`src/rtl/fp_pkg.sv`:
```
// Shared opcode, ALU-control and state definitions for the FP issue path.
package fp_pkg;

    localparam logic [5:0] OP_FP_R    = 6'h11;
    localparam logic [2:0] OP_FP_I_HI = 3'b110;

    localparam logic [2:0] FP_ADD  = 3'd0;
    localparam logic [2:0] FP_SUB  = 3'd1;
    localparam logic [2:0] FP_MUL  = 3'd2;
    localparam logic [2:0] FP_DIV  = 3'd3;
    localparam logic [2:0] FP_SQRT = 3'd4;

    typedef enum logic [1:0] {
        IDLE,
        EXEC,
        WB
    } fp_state_e;

endpackage

```
`src/rtl/fp_decode.sv`:
```
// Pure combinational FP instruction decoder; shared with future hazard logic.
module fp_decode
    import fp_pkg::*;
(
    input  logic [31:0] instr,
    output logic        is_fp,
    output logic        legal,
    output logic [2:0]  alu_ctrl,
    output logic        alu_src,
    output logic        reg_dst,
    output logic [4:0]  rs,
    output logic [4:0]  rt,
    output logic [4:0]  rd,
    output logic [15:0] imm
);

    logic r_form;
    logic i_form;

    assign r_form = (instr[31:26] == OP_FP_R);
    assign i_form = (instr[31:29] == OP_FP_I_HI);

    assign is_fp    = r_form | i_form;
    assign alu_ctrl = i_form ? instr[28:26] : instr[2:0];
    assign alu_src  = i_form;
    assign reg_dst  = r_form;
    assign rs       = instr[25:21];
    assign rt       = instr[20:16];
    assign rd       = r_form ? instr[15:11] : 5'd0;
    assign imm      = i_form ? instr[15:0] : 16'd0;

    // R-form reserves funct bits [5:3]; both forms only define ctrl 0..4
    assign legal = (r_form && (instr[5:3] == 3'd0) && (instr[2:0] <= FP_SQRT))
                 || (i_form && (instr[28:26] <= FP_SQRT));

endmodule

```
`src/rtl/fp_issue_ctrl.sv`:
```
// FP decode/issue sequencer: holds FPU controls for the op latency, then
// pulses the register-file write enable once.
module fp_issue_ctrl
    import fp_pkg::*;
#(
    parameter int LAT_ADD  = 2,
    parameter int LAT_MUL  = 3,
    parameter int LAT_DIV  = 8,
    parameter int LAT_SQRT = 16,
    parameter int CNT_W    = 5
) (
    input  logic        cpu_clk,
    input  logic        rst_n,
    input  logic        instr_valid,
    input  logic [31:0] instr,
    input  logic        flush,
    output logic        instr_ready,
    output logic        fp_busy,
    output logic [2:0]  fp_alu_ctrl,
    output logic        fp_alu_src,
    output logic        fp_reg_dst,
    output logic [4:0]  Rs,
    output logic [4:0]  Rt,
    output logic [4:0]  Rd,
    output logic [15:0] immediate,
    output logic        fp_reg_write,
    output logic        illegal
);

    logic        dec_is_fp;
    logic        dec_legal;
    logic [2:0]  dec_ctrl;
    logic        dec_src;
    logic        dec_dst;
    logic [4:0]  dec_rs;
    logic [4:0]  dec_rt;
    logic [4:0]  dec_rd;
    logic [15:0] dec_imm;

    fp_decode u_decode (
        .instr    (instr),
        .is_fp    (dec_is_fp),
        .legal    (dec_legal),
        .alu_ctrl (dec_ctrl),
        .alu_src  (dec_src),
        .reg_dst  (dec_dst),
        .rs       (dec_rs),
        .rt       (dec_rt),
        .rd       (dec_rd),
        .imm      (dec_imm)
    );

    fp_state_e        state_q, state_d;
    logic [CNT_W-1:0] cnt_q, cnt_d;
    logic [2:0]       ctrl_q, ctrl_d;
    logic             src_q, src_d;
    logic             dst_q, dst_d;
    logic [4:0]       rs_q, rs_d;
    logic [4:0]       rt_q, rt_d;
    logic [4:0]       rd_q, rd_d;
    logic [15:0]      imm_q, imm_d;
    logic             illegal_q, illegal_d;

    // Counter holds LAT-1 so that EXEC lasts exactly LAT cycles
    function automatic logic [CNT_W-1:0] lat_load(input logic [2:0] ctrl);
        case (ctrl)
            FP_ADD, FP_SUB: lat_load = CNT_W'(LAT_ADD - 1);
            FP_MUL:         lat_load = CNT_W'(LAT_MUL - 1);
            FP_DIV:         lat_load = CNT_W'(LAT_DIV - 1);
            FP_SQRT:        lat_load = CNT_W'(LAT_SQRT - 1);
            default:        lat_load = '0;
        endcase
    endfunction

    always_comb begin
        state_d      = state_q;
        cnt_d        = cnt_q;
        ctrl_d       = ctrl_q;
        src_d        = src_q;
        dst_d        = dst_q;
        rs_d         = rs_q;
        rt_d         = rt_q;
        rd_d         = rd_q;
        imm_d        = imm_q;
        illegal_d    = 1'b0;
        instr_ready  = 1'b0;
        fp_reg_write = 1'b0;

        case (state_q)
            IDLE: begin
                instr_ready = ~flush;
                if (instr_valid && !flush) begin
                    if (dec_legal) begin
                        ctrl_d  = dec_ctrl;
                        src_d   = dec_src;
                        dst_d   = dec_dst;
                        rs_d    = dec_rs;
                        rt_d    = dec_rt;
                        rd_d    = dec_rd;
                        imm_d   = dec_imm;
                        cnt_d   = lat_load(dec_ctrl);
                        state_d = EXEC;
                    end else if (dec_is_fp) begin
                        illegal_d = 1'b1;
                    end
                end
            end
            EXEC: begin
                if (flush) begin
                    state_d = IDLE;
                end else if (cnt_q == '0) begin
                    state_d = WB;
                end else begin
                    cnt_d = cnt_q - CNT_W'(1);
                end
            end
            WB: begin
                // A late flush must still be able to kill this write
                fp_reg_write = ~flush;
                state_d      = IDLE;
            end
            default: state_d = IDLE;
        endcase
    end

    always_ff @(posedge cpu_clk or negedge rst_n) begin
        if (!rst_n) begin
            state_q   <= IDLE;
            cnt_q     <= '0;
            ctrl_q    <= '0;
            src_q     <= 1'b0;
            dst_q     <= 1'b0;
            rs_q      <= '0;
            rt_q      <= '0;
            rd_q      <= '0;
            imm_q     <= '0;
            illegal_q <= 1'b0;
        end else begin
            state_q   <= state_d;
            cnt_q     <= cnt_d;
            ctrl_q    <= ctrl_d;
            src_q     <= src_d;
            dst_q     <= dst_d;
            rs_q      <= rs_d;
            rt_q      <= rt_d;
            rd_q      <= rd_d;
            imm_q     <= imm_d;
            illegal_q <= illegal_d;
        end
    end

    assign fp_busy     = (state_q != IDLE);
    assign fp_alu_ctrl = ctrl_q;
    assign fp_alu_src  = src_q;
    assign fp_reg_dst  = dst_q;
    assign Rs          = rs_q;
    assign Rt          = rt_q;
    assign Rd          = rd_q;
    assign immediate   = imm_q;
    assign illegal     = illegal_q;

endmodule

```
`config.mk`:
```
export PLATFORM = sky130hd
export DESIGN_NAME = fp_issue_ctrl
export DESIGN_NICKNAME = d
export VERILOG_FILES = /design/src/rtl/fp_pkg.sv /design/src/rtl/fp_decode.sv /design/src/rtl/fp_issue_ctrl.sv
export SDC_FILE = /design/constraint.sdc
export NUM_CORES = 1
export LEC_CHECK = 0
export CAP_MARGIN = 20
export CORE_ASPECT_RATIO = 0.7
export CORE_UTILIZATION = 43
export DETAILED_ROUTE_END_ITERATION = 12
export HOLD_SLACK_MARGIN = 0.03
export PLACE_DENSITY = 0.77
export SLEW_MARGIN = 40
export SYNTH_ARGS = -nofsm -noshare
export SYNTH_HDL_FRONTEND = slang
export SYNTH_HIERARCHICAL = 1
export SYNTH_SLANG_ARGS = --single-unit
```
`constraint.sdc`:
```
create_clock -name cpu_clk -period 2.7 [get_ports cpu_clk]
set_input_delay 0.54 -clock cpu_clk [delete_from_list [all_inputs] [get_ports cpu_clk]]
set_output_delay 0.54 -clock cpu_clk [all_outputs]
set_load 0.01 [all_outputs]
```
==> results by group <==
Die
  – Die height: 61.2 um
  – Die Area: approximately 5300 um2
  – Top Ports: 76
  – Row count: 21
  – Die X: 86.6 um
  – Core area: 4780 um2
  – Initial Util: 45.0%

Clock network
  – CTS buffer count: 5
  – CTS H-tree depth: 2
  – Clock sink count: 44
  – Clk_lat worst skew: ~0.29 ns
  – Post-CTS Hold Buffers: 0
  – Setup bufs post-CTS: 0
  – Reg clk slew, reported paths: roughly 0.080 ns
  – CTS resizes: 0
  – Maximum root-to-sink buffer count: 2
  – CTS tree: built
  – Clock Tree Root: clkbuf_8

Timing
  – Hold slack: 0.312 ns
  – Rel. slew slack: 62.3%
  – Slew Viols, Final: 0
  – Worst Tran Pin Value: 0.565 ns
  – Post-route minimum period: 2.58 ns
  – Setup Skew: 0.00543 ns
  – Unrepaired setup endpoints after global routing: false
  – Setup WS post-layout: 0.122 ns
  – Setup violators final: 0
  – Final hold viol count: 0
  – Period Utilization, post-route: 95.5%
  – Max Clk Rate: 388 MHz

Setup path
  – CP bufs+invs: 2
  – CP endpoint kind: flip-flop
  – Cell family with most CP delay: simple AND/OR/NAND/NOR gates
  – CP Capture Point: Rs[4]
  – R2r endpoint: cnt_q[1]
  – Worst path cell trace: clkdlybuf4s50_1 > or4b_4 > nor3b_4 > a32o_1 > and3_1 > buf_4 > mux2_2
  – Worst path slowest cell: or4b_4
  – Worst EP required: 2.88 ns
  – Register-to-Register Setup Slack: 0.74 ns
  – Number of cells on the critical path: 7
  – Crit path from: instr[29]
  – Start of the worst register-to-register path: cnt_q[0]
  – Crit-path max FO: 10
  – Largest stage delay, worst path: 0.56 ns
  – Crit path kind: in2reg
  – Arrival time at the worst endpoint: about 2.8 ns
  – Startpoint types: input pin
  – R2R depth: 6

Synthesis
  – Ys Warns: 6
  – Share of the synthesized area in the top cell type: around half
  – Most instantiated cells after synthesis: dfrtp_1, mux2_2, and2_1, buf_4, o21ai_0
  – Seq/Total Area, Yosys: around 50%
  – Unique cell type count in the Yosys netlist: 33
  – Cells after Synth: 169
  – Synth top area cells: dfrtp_1, mux2_2, and2_1, buf_4, o21ai_0
  – Cell with the most instances after synthesis: dfrtp_1
  – Ys async rst share: 100%
  – Synthesized area: 2150 um2
  – Syn_area_per_cell: 12.7 um2
  – Synthesis-stage register bit count: 44
  – EDFF count, synth: 0
  – Syn Nets: roughly 210
  – Yosys top cell by area: dfrtp_1
  – Most used DFF post-synth: dfrtp_1

Final layout
  – Antenna diodes: 0
  – Share of post-route cells with drive strength above 1: between 20% and 30%
  – Nets: 280
  – Final Util: between 60% and 70%
  – Fill count: 401
  – Final Non-Filler Cells: around 310
  – Synth-to-layout area growth: 41.3%

Run
  – Max Cap Viol: 0

Global route
  – GRT overflow: 0
  – Largest net degree at the start of global routing: 45
  – Global Route Usage Sum: 17.5%
  – Vias in the first global route: 1477
  – First-pass GRT wire length: 6940 um
  – Initial antenna violation count: 0

Detailed routing
  – DRC Markers: 0
  – Number of DRC markers in iteration 0: 34
  – Total number of vias: ~1.5k
  – Router iterations before antenna repair: 4
  – WL/cell: 13.9 um
  – Via/cell ratio: 4.81
  – WL final: 4360 um
  – Post-route ant nets: 0

Power and ir drop
  – Total power: 1.59 mW
  – Total power per unit cell area: between 500 and 600 nW/um2
  – Peak supply drop: 245 uV
  – Leakage: 1.35 nW

Place
  – Placer congestion estimate: 0.754
  – Placed cells: 305
  – Final HPWL DP: 3230 um
  – Setup slack at placement: -0.173 ns
  – Port buffer count: between 70 and 80

Hold path
  – Worst hold path type: in2async

Run status
  – Status: finished clean
report_power, final:
group | switching, mW | internal [mW] | leakage [nW]
combinational | 0.143 | 0.243 | 0.715
sequential | 0.0465 | 0.735 | 0.588
clock | 0.215 | 0.208 | 0.0445
stage by stage:
step	TNS (ns)	instance area, um2
global route	0	3040
detailed placement	-5.36	2950
global placement	-3.61	2950
finish	0	3040
floorplan	0	2150
CTS	0	3040
worst reg2reg max path, stage by stage, from the launching register on:
cell	delay, ns
dfrtp_1	0.40
inv_1	0.08
ha_1	0.20
or4b_4	0.50
a32oi_4	0.32
inv_4	0.06
mux2_4	0.30
final cells by class:
type	instances	area [um2]	share of cell area, %
clock buffer	7	86.3	2.84
clock inverter	1	7.51	0.247
inverter	3	13.8	0.452
multi-input combinational	105	921	30.3
sequential	44	1100	36.2
tap	69	86.3	2.84
timing repair buffer	84	826	27.1
flip-flops by register name, summed over array words and instances (netlist names):
signal	cells
immediate	16
Rd	5
Rs	5
Rt	5
cnt_q	5
fp_alu_ctrl	3
state_q	2
fp_alu_src	1
fp_reg_dst	1
illegal	1
how the worst min path moves through the flow:
| stage | endpoint | cells past startpoint | startpoint | slack, ns |
|---|---|---|---|---|
| floorplan | Rd[0] | 0 | rst_n | 0.24 |
| global placement | cnt_q[4] | 1 | cnt_q[4] | 0.48 |
| detailed placement | cnt_q[4] | 1 | cnt_q[4] | 0.48 |
| CTS | immediate[13] | 2 | rst_n | 0.33 |
| global route | immediate[13] | 2 | rst_n | 0.38 |
| finish | immediate[13] | 2 | rst_n | 0.31 |
placed cells by master, fill, tap and decap left out, types with 2 or more instances in the layout:
| master | Yosys | final |
|---|---|---|
| nor3b_1 | 5 | 5 |
| clkdlybuf4s50_1 | 0 | 74 |
| a21oi_1 | 2 | 2 |
| clkbuf_8 | 0 | 6 |
| buf_4 | 14 | 8 |
| and2_1 | 17 | 17 |
| mux2_2 | 39 | 39 |
| dfrtp_1 | 44 | 44 |
| or4b_4 | 2 | 2 |
| and2_2 | 5 | 5 |
| o21ai_0 | 8 | 8 |
| inv_1 | 2 | 2 |
| nor2_1 | 4 | 4 |
| or2_2 | 2 | 2 |
| nor3_1 | 3 | 3 |
kinds of logic (layout without fill, tap and decap cells):
logic type                 Yosys count  after routing  share of synthesized area, %
adders and majority gates            1              1                         0.581
AOI/OAI and AO/OA                   16             16                          5.41
DFF                                 44             44                          51.2
muxes                               41             41                          21.6
and+or+nand+nor                     47             47                          15.2
buffers and inverters               20             95                          6.05
routing by layer:
metal / vias up / GRT usage (%) / routed length [um]
li1: 731 / - / -
met1: 728 / 23.6 / 2130
met2: 41 / 27.9 / 1960
met3: 5 / 4.02 / 216
met4: 0 / 7.14 / 47
met5: - / 0 / 0
(Power assumes the default switching activity.)
